`src/rtl/axi_rd_arbiter_if.sv`:
```
// axi_rd_arbiter_if: AXI-lite read bus (AR + R channels); master modport drives AR and rready, slave modport drives arready and the R beat
interface axi_rd_arbiter_if;
  logic [31:0] araddr;
  logic        arvalid;
  logic        arready;
  logic [31:0] rdata;
  logic [1:0]  rresp;
  logic        rvalid;
  logic        rready;
  modport master (output araddr, arvalid, rready, input arready, rdata, rresp, rvalid);
  modport slave (input araddr, arvalid, rready, output arready, rdata, rresp, rvalid);
endinterface

```
`src/rtl/axi_rd_arbiter.sv`:
```
// axi_rd_arbiter: two AXI-lite read masters (m0 IFU, m1 LSU) share one SRAM slave, one outstanding read; ports clk, rst, m0/m1 (slave side), s (master side); define ARB_ROUND_ROBIN_EN for round-robin instead of m1 priority
module axi_rd_arbiter #(
  parameter logic [31:0] IDLE_RDATA = 32'h0000_0013
) (
  input  logic              clk,
  input  logic              rst,
  axi_rd_arbiter_if.slave  m0,
  axi_rd_arbiter_if.slave  m1,
  axi_rd_arbiter_if.master s
);
  typedef enum logic [1:0] {IDLE, ADDR, DATA} state_t;
  state_t      state, state_nxt;
  logic [31:0] addr;
  logic        gnt;
  logic        sel;
  logic        req;
  logic        idle_ok;
  logic        data_ok;
  logic        m0_beat;
  logic        m1_beat;
  assign req = m0.arvalid | m1.arvalid;
`ifdef ARB_ROUND_ROBIN_EN
  // last-granted master; reset to m1 so m0 wins the first tie
  logic last;
  always_ff @(posedge clk)
    if (rst) last <= 1'b1;
    else if (state == IDLE && req) last <= sel;
  assign sel = (m0.arvalid && m1.arvalid) ? ~last : m1.arvalid;
`else
  assign sel = m1.arvalid;
`endif
  always_ff @(posedge clk) begin
    if (rst) begin
      state <= IDLE;
      addr  <= '0;
      gnt   <= 1'b0;
    end else begin
      state <= state_nxt;
      if (state == IDLE && req) begin
        addr <= sel ? m1.araddr : m0.araddr;
        gnt  <= sel;
      end
    end
  end
  always_comb begin
    state_nxt = (state == IDLE && req)                    ? ADDR :
                (state == ADDR && s.arready)              ? DATA :
                (state == DATA && s.rvalid && s.rready)   ? IDLE : state;
  end
  // rst gates the combinational paths so a reset cycle neither grants nor delivers a beat
  assign idle_ok    = state == IDLE && !rst;
  assign data_ok    = state == DATA && !rst;
  assign m0.arready = idle_ok && m0.arvalid && !sel;
  assign m1.arready = idle_ok && sel;
  assign s.arvalid  = state == ADDR;
  assign s.araddr   = addr;
  assign s.rready   = data_ok && (gnt ? m1.rready : m0.rready);
  assign m0_beat    = data_ok && !gnt;
  assign m1_beat    = data_ok && gnt;
  assign m0.rvalid  = m0_beat && s.rvalid;
  assign m0.rdata   = m0_beat ? s.rdata : IDLE_RDATA;
  assign m0.rresp   = m0_beat ? s.rresp : 2'b00;
  assign m1.rvalid  = m1_beat && s.rvalid;
  assign m1.rdata   = m1_beat ? s.rdata : IDLE_RDATA;
  assign m1.rresp   = m1_beat ? s.rresp : 2'b00;
endmodule

```
`src/flat_wrapper.sv`:
```
// flat-port wrapper written by rule: the top's interface ports become plain ports
module axi_rd_arbiter_flat 
#(
  parameter logic [31:0] IDLE_RDATA = 32'h0000_0013
)
  (clk, rst, m0_araddr, m0_arvalid, m0_rready, m0_arready, m0_rdata, m0_rresp, m0_rvalid, m1_araddr, m1_arvalid, m1_rready, m1_arready, m1_rdata, m1_rresp, m1_rvalid, s_araddr, s_arvalid, s_rready, s_arready, s_rdata, s_rresp, s_rvalid);
  axi_rd_arbiter_if m0_i ();
  axi_rd_arbiter_if m1_i ();
  axi_rd_arbiter_if s_i ();
  input  logic clk;
  input  logic rst;
  input wire logic [$bits(m0_i.araddr)-1:0] m0_araddr;
  input wire logic [$bits(m0_i.arvalid)-1:0] m0_arvalid;
  input wire logic [$bits(m0_i.rready)-1:0] m0_rready;
  output wire logic [$bits(m0_i.arready)-1:0] m0_arready;
  output wire logic [$bits(m0_i.rdata)-1:0] m0_rdata;
  output wire logic [$bits(m0_i.rresp)-1:0] m0_rresp;
  output wire logic [$bits(m0_i.rvalid)-1:0] m0_rvalid;
  input wire logic [$bits(m1_i.araddr)-1:0] m1_araddr;
  input wire logic [$bits(m1_i.arvalid)-1:0] m1_arvalid;
  input wire logic [$bits(m1_i.rready)-1:0] m1_rready;
  output wire logic [$bits(m1_i.arready)-1:0] m1_arready;
  output wire logic [$bits(m1_i.rdata)-1:0] m1_rdata;
  output wire logic [$bits(m1_i.rresp)-1:0] m1_rresp;
  output wire logic [$bits(m1_i.rvalid)-1:0] m1_rvalid;
  output wire logic [$bits(s_i.araddr)-1:0] s_araddr;
  output wire logic [$bits(s_i.arvalid)-1:0] s_arvalid;
  output wire logic [$bits(s_i.rready)-1:0] s_rready;
  input wire logic [$bits(s_i.arready)-1:0] s_arready;
  input wire logic [$bits(s_i.rdata)-1:0] s_rdata;
  input wire logic [$bits(s_i.rresp)-1:0] s_rresp;
  input wire logic [$bits(s_i.rvalid)-1:0] s_rvalid;
  assign m0_i.araddr = m0_araddr;
  assign m0_i.arvalid = m0_arvalid;
  assign m0_i.rready = m0_rready;
  assign m0_arready = m0_i.arready;
  assign m0_rdata = m0_i.rdata;
  assign m0_rresp = m0_i.rresp;
  assign m0_rvalid = m0_i.rvalid;
  assign m1_i.araddr = m1_araddr;
  assign m1_i.arvalid = m1_arvalid;
  assign m1_i.rready = m1_rready;
  assign m1_arready = m1_i.arready;
  assign m1_rdata = m1_i.rdata;
  assign m1_rresp = m1_i.rresp;
  assign m1_rvalid = m1_i.rvalid;
  assign s_araddr = s_i.araddr;
  assign s_arvalid = s_i.arvalid;
  assign s_rready = s_i.rready;
  assign s_i.arready = s_arready;
  assign s_i.rdata = s_rdata;
  assign s_i.rresp = s_rresp;
  assign s_i.rvalid = s_rvalid;
  axi_rd_arbiter #(.IDLE_RDATA(IDLE_RDATA)) u_core (.clk(clk), .rst(rst), .m0(m0_i), .m1(m1_i), .s(s_i));
endmodule
```
`config.mk`:
```
export PLATFORM = sky130hd
export DESIGN_NAME = axi_rd_arbiter_flat
export DESIGN_NICKNAME = d
export VERILOG_FILES = /design/src/rtl/axi_rd_arbiter_if.sv /design/src/rtl/axi_rd_arbiter.sv /design/src/flat_wrapper.sv
export SDC_FILE = /design/constraint.sdc
export NUM_CORES = 1
export LEC_CHECK = 0
export BUFFER_PORTS_ARGS = -buffer_cell sky130_fd_sc_hd__buf_2
export CAP_MARGIN = 20
export CORE_MARGIN = 2
export CORE_UTILIZATION = 37
export DETAILED_ROUTE_END_ITERATION = 10
export HOLD_SLACK_MARGIN = 0.03
export PLACE_DENSITY_LB_ADDON = 0.15
export SLEW_MARGIN = 0
export SYNTH_ARGS = -nofsm -noshare
export SYNTH_HDL_FRONTEND = slang
export SYNTH_SLANG_ARGS = --single-unit
export TNS_END_PERCENT = 30
```
`constraint.sdc`:
```
create_clock -name clk -period 1.83 [get_ports clk]
set_input_delay 0.183 -clock clk [delete_from_list [all_inputs] [get_ports clk]]
set_output_delay 0.183 -clock clk [all_outputs]
set_load 0.03 [all_outputs]
```
## Yosys cells after proc, flatten, opt, wreduce, memory -nomap -nowiden

Index checks and enable logic that the tools add are counted.

- Bits in registers: 35
- Bits of input ports: 106
- Output and inout port bits: 106

- Eq/ne operators: 2
- Muxes and demuxes: 9
- Bitwise gates (word level): 1
- Reduce and logical (&&, ||, !) cells: 21

Operator list:

| cell | number |
|---|---|
| 2-to-1 mux 32 bit | 3 |
| logical AND 1 bit | 14 |
| 2-to-1 mux 2 bit | 4 |
| logical NOT 1 bit | 3 |
| nonzero test 3 bit | 1 |
| == test 2 x 1 -> 1 bit (second input constant) | 1 |
| == test 2 bit (second input constant) | 1 |
| logical NOT 2 bit | 1 |
| 2-to-1 mux 1 bit | 2 |
| nonzero test 2 bit | 1 |
| OR reduction 2 bit | 1 |
| OR 1 bit | 1 |

## Longest topological paths before layout

Gate-level depths: netlist of the first run.

- Depth in word-level cells: 7
- Depth in mapped cells: 7
- Mapped depth without buffers: 3

## Least setup slack after synthesis of the first run

Ideal clock, no wire load.

- Path kind: register -> output
- Start: register u_core.state[1]
- End: output port m0_rdata[10]
- Arrival time: 1.404 ns
- Setup slack: 0.243 ns
- Stages on the path, launching flop included: 6
- Buffers on the path: 2
- Cell sequence: dfxtp_1 or3b_1 buf_2 nor2_4 buf_2 and2_1

- Longest elaborated chain between the ends: 4

RTL lines:

| item | line | source |
|---|---|---|
| from (decl) | axi_rd_arbiter.sv:12 | `state_t state, state_nxt;` |
| from (signal assigned) | axi_rd_arbiter.sv:38 | `state <= state_nxt;` |
| == test 2 bit | axi_rd_arbiter.sv:52 | `assign data_ok = state == DATA && !rst;` |
| logical AND 1 bit | axi_rd_arbiter.sv:52 |  |
| logical AND 1 bit | axi_rd_arbiter.sv:58 | `assign m0_beat = data_ok && !gnt;` |
| 2-to-1 mux 32 bit | axi_rd_arbiter.sv:61 | `assign m0.rdata = m0_beat ? s.rdata : IDLE_RDATA;` |
| to (decl) | flat_wrapper.sv:16 | `output wire logic [$bits(m0_i.rdata)-1:0] m0_rdata;` |

No other way between the ends.

## Worst setup path in the final report of the first run

- Start: register u_core.state[1]
- End: output port m1_rdata[2]

- Longest elaborated chain between the ends: 4

RTL lines:

| item | line | source |
|---|---|---|
| == test 2 bit | axi_rd_arbiter.sv:52 |  |
| logical AND 1 bit | axi_rd_arbiter.sv:52 |  |
| logical AND 1 bit | axi_rd_arbiter.sv:59 | `assign m1_beat = data_ok && gnt;` |
| 2-to-1 mux 32 bit | axi_rd_arbiter.sv:64 | `assign m1.rdata = m1_beat ? s.rdata : IDLE_RDATA;` |
| to (decl) | flat_wrapper.sv:23 | `output wire logic [$bits(m1_i.rdata)-1:0] m1_rdata;` |

No other way between the ends.

==> out/results.tsv, run 1 <==
metric	value	unit
power_density	616	nW/um^2
htreeDepth	2	
slew_violations	0	
fill_cells	508	
cts-root-buf	clkbuf_8	
async_flop_share	0	%
vias	2609	
dp_hpwl	6.25	mm
cp-end-kind	output pin	
min_from	s_arready	
dieArea	6850	sq um
cp_max_fo	32	
wl	8.49	mm
power.leakage	1.95	nW
antenna_found_initial	1	
fin_crit	1.82	ns
fmax	0.551	GHz
synthTopCellsByArea	dfxtp_1 (31%), and2_1 (17%), a211oi_2 (16%), mux2i_1 (14%), a21oi_1 (7.4%)	
routedWlPerCell	16.0	um
gp_routability_congestion	0.870	
synth_seq_cells	35	
synth_edf_count	0	
cts.path.max_buffers	2	
use_met2	38.5	%
numClockSinks	35	
overflow	0	
synth_ff_type	dfxtp_1	
grt_pass1_vias	2203	
cp.arrival	1.63	ns
cts_buffers	5	
max_cap_viol_count	0	
yosys_warnings	0	
fin_nets	559	
r2r_cells	4	
hold_buffers	0	
vias_per_cell	4.92	
ys_types	26	
r2r_start	u_core.state[1]	
rrSetupSlack	0.40	ns
synthCells	248	
post-route-util	65.0	%
hold_violations	0	
grt_pass1_wl	11.2	mm
required	1.65	ns
setup_violations	0	
peakVddDrop	0.000478	V
criticalPathCategory	flop to output pin	
slew_headroom	62.8	%
cts_tree	yes	
run_status	complete, no violations	
syn-mean-instance-area	9.26	sq um
drt-pass1-iter-count	4	
grt_use_met1	27.5	%
die_h	82.8	um
num_rows	28	
netlist_area	2300	sq um
hold_end	u_core.state[1]	
drcViolationCount	0	
drtIter0Drc	73	
reg2reg_to	u_core.s.araddr[9]	
power	2.38	mW
hp-class	primary input to flop	
start_util	38.6	%
dieWidth	82.8	um
rsz0062_at_grt	yes	
syn-num-nets	354	
ant_nets	0	
ioPinCount	212	
grt_max_degree	36	
post-route-period-util	99.2	%
drive_gt1_share	60.1	%
ys_seq_area_share	30.5	%
cts.clk_slew.worst_paths	0.07	ns
hold_depth	3	
tightest_slew	0.558	ns
critPathLaunchType	flop	
clock_latency	0.28	ns
skew	0.00693	ns
synth_top_area_share	30.5	%
port_buffers	211	
grt.busiest_layer	met2	
yosysTopAreaCell	dfxtp_1	
core-area	5960	sq um
hold-worst-slack	0.219	ns
grt_usage	22.1	%
area_growth	68.6	%
grt_use_met3	5.30	%
placed cells by master (no fill, tap or decap), drive strengths merged, types with 2 or more instances in the layout:
master / synthesis / routed
or3b: 1 / 2
nor2: 4 / 4
dfxtp: 35 / 35
buf: 17 / 223
or3: 6 / 6
a211oi: 32 / 32
clkbuf: 9 / 6
a21oi: 34 / 34
and2: 65 / 65
mux2i: 33 / 33
inv: 3 / 3
worst max-delay path by stage:
| stage | start | end | slack (ns) | cells past startpoint |
|---|---|---|---|---|
| after detailed placement | u_core.state[0] | m1_rdata[8] | 0.16 | 5 |
| after global placement | u_core.state[0] | m1_rdata[8] | 0.19 | 5 |
| final | u_core.state[1] | m1_rdata[2] | 0.01 | 5 |
| after floorplan | u_core.state[1] | m0_rdata[10] | 0.24 | 5 |
| after CTS | u_core.state[1] | m1_rdata[8] | -0.005 | 5 |
| after global routing | u_core.state[1] | m0_rdata[29] | -0.06 | 5 |
synth_stat cells, drive strengths merged (3+ instances only):
cell,instances
inv,3
and2,65
mux2i,33
a211oi,32
clkbuf,9
a21oi,34
buf,17
nor2,4
dfxtp,35
or3,6
metal layers:
metal  up-vias  share of wire (%)
met5         -                  0
met4         0                1.0
met3         8                8.6
met2       116                 51
met1      1202                 40
li1       1283                  -
flip-flops by register name, summed over array words and instances, names as in the netlist:
| name | count |
|---|---|
| u_core.s.araddr | 32 |
| u_core.state | 2 |
| u_core.gnt | 1 |
metrics by stage:
stage / worst slack, ns / TNS [ns] / instance area, sq um / std cells
global route: -0.0646 / -1.93 / 3870 / 530
finish: 0.0148 / 0 / 3870 / 530
CTS: -0.00523 / -0.00523 / 3650 / 528
floorplan: 0.243 / 0 / 2300 / 248
detailed placement: 0.165 / 0 / 3400 / 520
global placement: 0.194 / 0 / 3400 / 520
critical path, stage by stage (launching register included):
cell     delay [ns]
dfxtp_2        0.33
or3b_4         0.42
nor2_4         0.12
buf_12         0.16
and2_1         0.17
buf_6          0.14
final cells by class:
class	instances	area, sq um	area share, %
antenna	1	2.50	0.0647
clock buffer	6	72.6	1.88
clock inverter	2	12.5	0.323
inverter	3	11.3	0.291
multi-input combinational	185	1460	37.8
sequential	35	702	18.1
tap	75	93.8	2.42
timing repair buffer	223	1510	39.1
cells by family (layout without fill, tap and decap cells):
| kind of cell | after synthesis | after routing | synth area share [%] |
|---|---|---|---|
| other cells | 0 | 1 | 0 |
| mux | 33 | 33 | 14.4 |
| flops | 35 | 35 | 30.5 |
| simple gates | 83 | 84 | 23.1 |
| buf+inv | 29 | 234 | 6.97 |
| compound gates | 68 | 68 | 25.0 |
repair_timing:
action,4_1_cts,5_1_grt
setup endpoints to repair,70,65
pin swaps,1,0
gates cloned,0,1
resized for setup,65,59
setup buffers,0,0
report_power, final:
part	switching [mW]	internal, mW
logic	0.572	0.358
clock network	0.277	0.266
registers	0.0516	0.859
(Power assumes the default switching activity.)
==> inputs of run 2 (changes only) <==
--- a/config.mk
+++ b/config.mk
@@ -7,6 +7,7 @@
 export LEC_CHECK = 0
 export BUFFER_PORTS_ARGS = -buffer_cell sky130_fd_sc_hd__buf_2
 export CAP_MARGIN = 20
+export CORE_ASPECT_RATIO = 0.9
 export CORE_MARGIN = 2
 export CORE_UTILIZATION = 37
 export DETAILED_ROUTE_END_ITERATION = 10
==> run 2 against run 1 <==
- final cell count decreased by 0.57%
- critical path type unchanged
- hold slack improved by 0.0074 ns
- setup slack lost 0.039 ns
- non-clock buffer count increased by 1
- sequential power barely moved
- core utilization grew 0.72 points
- total power increased by 1.0%
- flip-flop and latch count is the same
- die area about the same
- clock skew down 0.0025 ns
- critical endpoint is now m1_rdata[24]
- first-iteration DRC count up 8.2%
- the flow now finishes with violations (negative setup slack)
==> out/results.tsv, run 2 (synthesized netlist as in run 1, its figures left out) <==
metric	value	unit
run_status	finished with violations	
failed_checks	negative setup slack	
htreeDepth	2	
power.leakage	1.99	nW
hold_end	u_core.state[1]	
power_frac_comb	39.0	%
fin_crit	1.85	ns
final_area	3970	sq um
dp_slack	0.154	ns
rrSetupSlack	0.38	ns
fill_cells	515	
fmax	0.539	GHz
hold_depth	3	
grt_pass1_vias	2393	
cp-end-kind	output pin	
r2r_cells	4	
min_from	s_arready	
vias_per_cell	5.06	
swShare	38.2	%
setup_ws	-0.0243	ns
p_switching	0.921	mW
critPathLaunchType	flop	
drcViolationCount	0	
hold-worst-slack	0.227	ns
drive_gt1_share	63.5	%
fin_setup_tns	-0.198	ns
pwr-share-clk	23.1	%
post-route-period-util	101	%
area_growth	73.0	%
slew_headroom	62.6	%
power_density	606	nW/um^2
clock_latency	0.28	ns
dieWidth	87.0	um
max_cap_viol_count	0	
tightest_slew	0.561	ns
ant_nets	0	
power	2.41	mW
cts_tree	yes	
cp.arrival	1.67	ns
post-cts-setup-buffer-count	0	
skew	0.00446	ns
num_rows	27	
numClockSinks	35	
power_frac_seq	37.9	%
dieArea	6850	sq um
largest_reg_flops	32	
cts-root-buf	clkbuf_8	
dp_hpwl	5.96	mm
cts.path.max_buffers	2	
hold_buffers	0	
cp_max_fo	16	
internal_power	1.49	mW
start_util	38.0	%
required	1.65	ns
vias	2666	
criticalPathCategory	flop to output pin	
slowest_stage	or3b_4	
critPathTopFamily	simple AND/OR/NAND/NOR gates	
r2r_start	u_core.state[1]	
overflow	0	
reg2reg_to	u_core.s.araddr[2]	
place_area	3400	sq um
core-area	6050	sq um
slew_violations	0	
grt_pass1_wl	11.8	mm
cp_cell_sequence	or3b_4 -> nor2_4 -> clkbuf_16 -> and2_1 -> buf_6	
gp_routability_congestion	0.860	
wl	8.64	mm
slowest_delay	0.44	ns
drt-pass1-iter-count	4	
fin_nets	560	
ioPinCount	212	
cts_buffers	5	
grt_usage	21.9	%
layout_commonest_cell	buf_2	
hp-class	primary input to flop	
rsz0062_at_grt	yes	
setup_violations	19	
antenna_found_initial	0	
diodes	0	
hold_violations	0	
routedWlPerCell	16.4	um
die_h	78.7	um
port_buffers	211	
grt_max_degree	36	
crit_buf_inv	2	
drtIter0Drc	79	
layout_common_cells	buf_2 (147), buf_6 (65), and2_1 (45)	
peakVddDrop	0.000411	V
cts.clk_slew.worst_paths	0.07	ns
-- run 2: final cells by class --
class | count | area [sq um] | share of cell area (%)
clock inverters | 2 | 12.5 | 0.315
multi-input cells | 185 | 1500 | 37.7
inverters | 3 | 11.3 | 0.283
clock buffers | 6 | 72.6 | 1.83
well taps | 72 | 90.1 | 2.27
flip-flops and latches | 35 | 702 | 17.7
repair buffers | 224 | 1590 | 40.0
-- run 2: repair_timing --
| item | CTS | global route |
|---|---|---|
| hold endpoints to repair | 0 | 0 |
| gates resized for setup | 72 | 78 |
| pin swaps | 0 | 2 |
| gates cloned | 0 | 2 |
| endpoints found under the setup margin | 70 | 66 |
-- run 2: power by group through the flow --
stage / Combinational (mW) / Sequential, mW / Clock [mW]
after floorplan: 0.440 / 1.10 / 0
after global placement: 0.891 / 0.924 / 0
after detailed placement: 0.902 / 0.926 / 0
after CTS: 0.916 / 0.911 / 0.564
after global routing: 1.01 / 0.925 / 0.587
final: 0.940 / 0.913 / 0.556
-- run 2: worst max-delay path by stage --
stage | from | depth (start not counted) | slack, ns | to
after global routing | u_core.state[1] | 5 | -0.10 | m1_rdata[24]
after global placement | u_core.state[0] | 5 | 0.15 | m1_rdata[30]
final | u_core.state[0] | 5 | -0.02 | m1_rdata[24]
after floorplan | u_core.state[1] | 5 | 0.24 | m0_rdata[10]
after CTS | u_core.state[1] | 5 | -0.03 | m1_rdata[30]
after detailed placement | u_core.state[0] | 5 | 0.15 | m1_rdata[30]
-- run 2: per-stage QoR --
step | cells | util [%]
3_3_place_gp | 517 | 56.2
6_report | 527 | 65.7
5_1_grt | 527 | 65.7
3_5_place_dp | 517 | 56.2
4_1_cts | 525 | 60.7
2_1_floorplan | 248 | -
-- run 2: tightest hold or removal path, stage by stage --
cell,delay [ns]
buf_2,0.11
a21oi_1,0.13
nor3_1,0.05
-- run 2: per-layer routing --
layer	track usage, %	share of wire, %
met2	37.0	49
met3	5.82	7.0
met1	26.9	42
met5	0	0
met4	7.03	2.3
==> inputs of run 3 (changes only) <==
--- a/config.mk
+++ b/config.mk
@@ -8,7 +8,7 @@
 export BUFFER_PORTS_ARGS = -buffer_cell sky130_fd_sc_hd__buf_2
 export CAP_MARGIN = 20
 export CORE_ASPECT_RATIO = 0.9
-export CORE_MARGIN = 2
+export CORE_MARGIN = 10
 export CORE_UTILIZATION = 37
 export DETAILED_ROUTE_END_ITERATION = 10
 export HOLD_SLACK_MARGIN = 0.03
==> run 3 against run 2 <==
- the run still ends with negative setup slack left
- sequential share of layout area is essentially flat
- maximum frequency rose by 0.52%
- flip-flop and latch count unchanged
- hold slack worse by 0.032 ns
- via count decreased by 2.1%
- routed wire length rose by 14%
- final cell count is 0.19% higher
- critical path depth did not move
- total power up 6.2%
- combinational power increased by 1%
- critical path type unchanged
- largest cell class unchanged
==> out/results.tsv, run 3 (synthesized netlist as in run 1, its figures left out) <==
metric	value	unit
power.leakage	2.00	nW
area_growth	73.4	%
grt_max_degree	36	
reg2reg_to	u_core.s.araddr[0]	
hp-class	primary input to flop	
grt_pass1_vias	2616	
core-area	6080	sq um
failed_checks	negative setup slack	
numClockSinks	35	
hold_violations	0	
wl	9.89	mm
htreeDepth	2	
clock_latency	0.29	ns
hold-worst-slack	0.195	ns
overflow	0	
drcViolationCount	0	
fmax	0.542	GHz
layout_common_cells	buf_2 (147), buf_6 (62), and2_1 (52)	
slew_violations	0	
cts.path.max_buffers	2	
antenna_found_initial	1	
r2r_cells	5	
cts_tree	yes	
grt_usage	17.9	%
cts-root-buf	clkbuf_8	
largest_reg_flops	32	
gp_routability_congestion	0.827	
port_buffers	211	
setup_violations	3	
cp_max_fo	22	
drt-pass1-iter-count	4	
slowest_delay	0.43	ns
slew_headroom	62.9	%
dieWidth	103	um
vias_per_cell	4.94	
cts.clk_slew.worst_paths	0.07	ns
num_rows	27	
layout_commonest_cell	buf_2	
dp_hpwl	7.63	mm
ant_nets	0	
hold_end	u_core.state[1]	
run_status	finished with violations	
peakVddDrop	0.000587	V
die_h	94.7	um
rrSetupSlack	0.47	ns
criticalPathCategory	flop to output pin	
max_cap_viol_count	0	
skew	0.00525	ns
drive_gt1_share	62.2	%
slowest_stage	or3b_4	
min_from	s_arready	
power_density	643	nW/um^2
post-route-period-util	101	%
start_util	37.8	%
cp.arrival	1.66	ns
fill_cells	481	
power	2.56	mW
cp-end-kind	output pin	
fin_setup_tns	-0.0241	ns
fin_crit	1.84	ns
tightest_slew	0.556	ns
drtIter0Drc	45	
setup_ws	-0.0148	ns
dieArea	9760	sq um
routedWlPerCell	18.7	um
required	1.65	ns
grt_pass1_wl	14.0	mm
vias	2609	
post-cts-setup-buffer-count	0	
cp_cell_sequence	or3b_4 -> nor2_4 -> buf_12 -> and2_1 -> buf_6	
r2r_start	u_core.state[1]	
cts_buffers	5	
ioPinCount	212	
hold_depth	3	
critPathLaunchType	flop	
fin_nets	560	
rsz0062_at_grt	yes	
[run 3: cell types whose count changed in the layout (fill, tap and decap cells not counted), sizes merged]
cell / change
clkinvlp: -1
bufinv: +1
clkinv: +1
buf: +1
diode: +1
clkbuf: -2
[run 3: how the worst max path moves through the flow]
stage | start | end | slack (ns) | depth (start not counted)
6_report | u_core.state[1] | m1_rdata[27] | -0.01 | 5
2_1_floorplan | u_core.state[1] | m0_rdata[10] | 0.24 | 5
3_3_place_gp | u_core.state[0] | m0_rdata[23] | 0.19 | 5
3_5_place_dp | u_core.state[0] | m0_rdata[14] | 0.17 | 5
4_1_cts | u_core.state[1] | m1_rresp[0] | -0.009 | 5
5_1_grt | u_core.state[1] | m1_rdata[17] | -0.1 | 5
[run 3: repair_timing]
item | 4_1_cts | 5_1_grt
endpoints found under the setup margin | 70 | 69
cloned | 0 | 1
resized for setup | 69 | 71
pin swaps | 0 | 4
hold buffers | 0 | 0
[run 3: final cells by class]
cell class	instances	area [sq um]	area share [%]
Timing Repair Buffer	224	1580	39.8
Multi-Input combinational cell	185	1480	37.1
Sequential cell	35	702	17.6
Tap cell	72	90.1	2.26
Clock buffer	5	68.8	1.73
Clock inverter	3	43.8	1.10
Inverter	3	11.3	0.283
Antenna cell	1	2.50	0.0629
[run 3: critical path, delay by kind of cell, from the launching register on]
family,cells,cell delay [ns]
simple gates,3,0.73
buf+inv,2,0.30
flops,1,0.34
[run 3: metal layers]
| metal | share of wire, % | GRT usage, % |
|---|---|---|
| met5 | 0 | 0 |
| met4 | 3.1 | 4.17 |
| met3 | 12 | 7.96 |
| met2 | 48 | 31.9 |
| met1 | 37 | 19.1 |
[run 3: metrics by stage]
stage | utilization (%) | instances | area (sq um) | setup slack, ns
2_1_floorplan | - | 248 | 2300 | 0.243
3_3_place_gp | 56.4 | 518 | 3430 | 0.194
3_5_place_dp | 56.4 | 518 | 3430 | 0.171
4_1_cts | 61.2 | 526 | 3720 | -0.00929
5_1_grt | 65.5 | 528 | 3980 | -0.0953
6_report | 65.5 | 528 | 3980 | -0.0148
[run 3: power by group]
| group | switching (mW) | total (mW) | internal, mW |
|---|---|---|---|
| combinational | 0.579 | 0.950 | 0.371 |
| clock | 0.294 | 0.699 | 0.406 |
| sequential | 0.0506 | 0.909 | 0.859 |
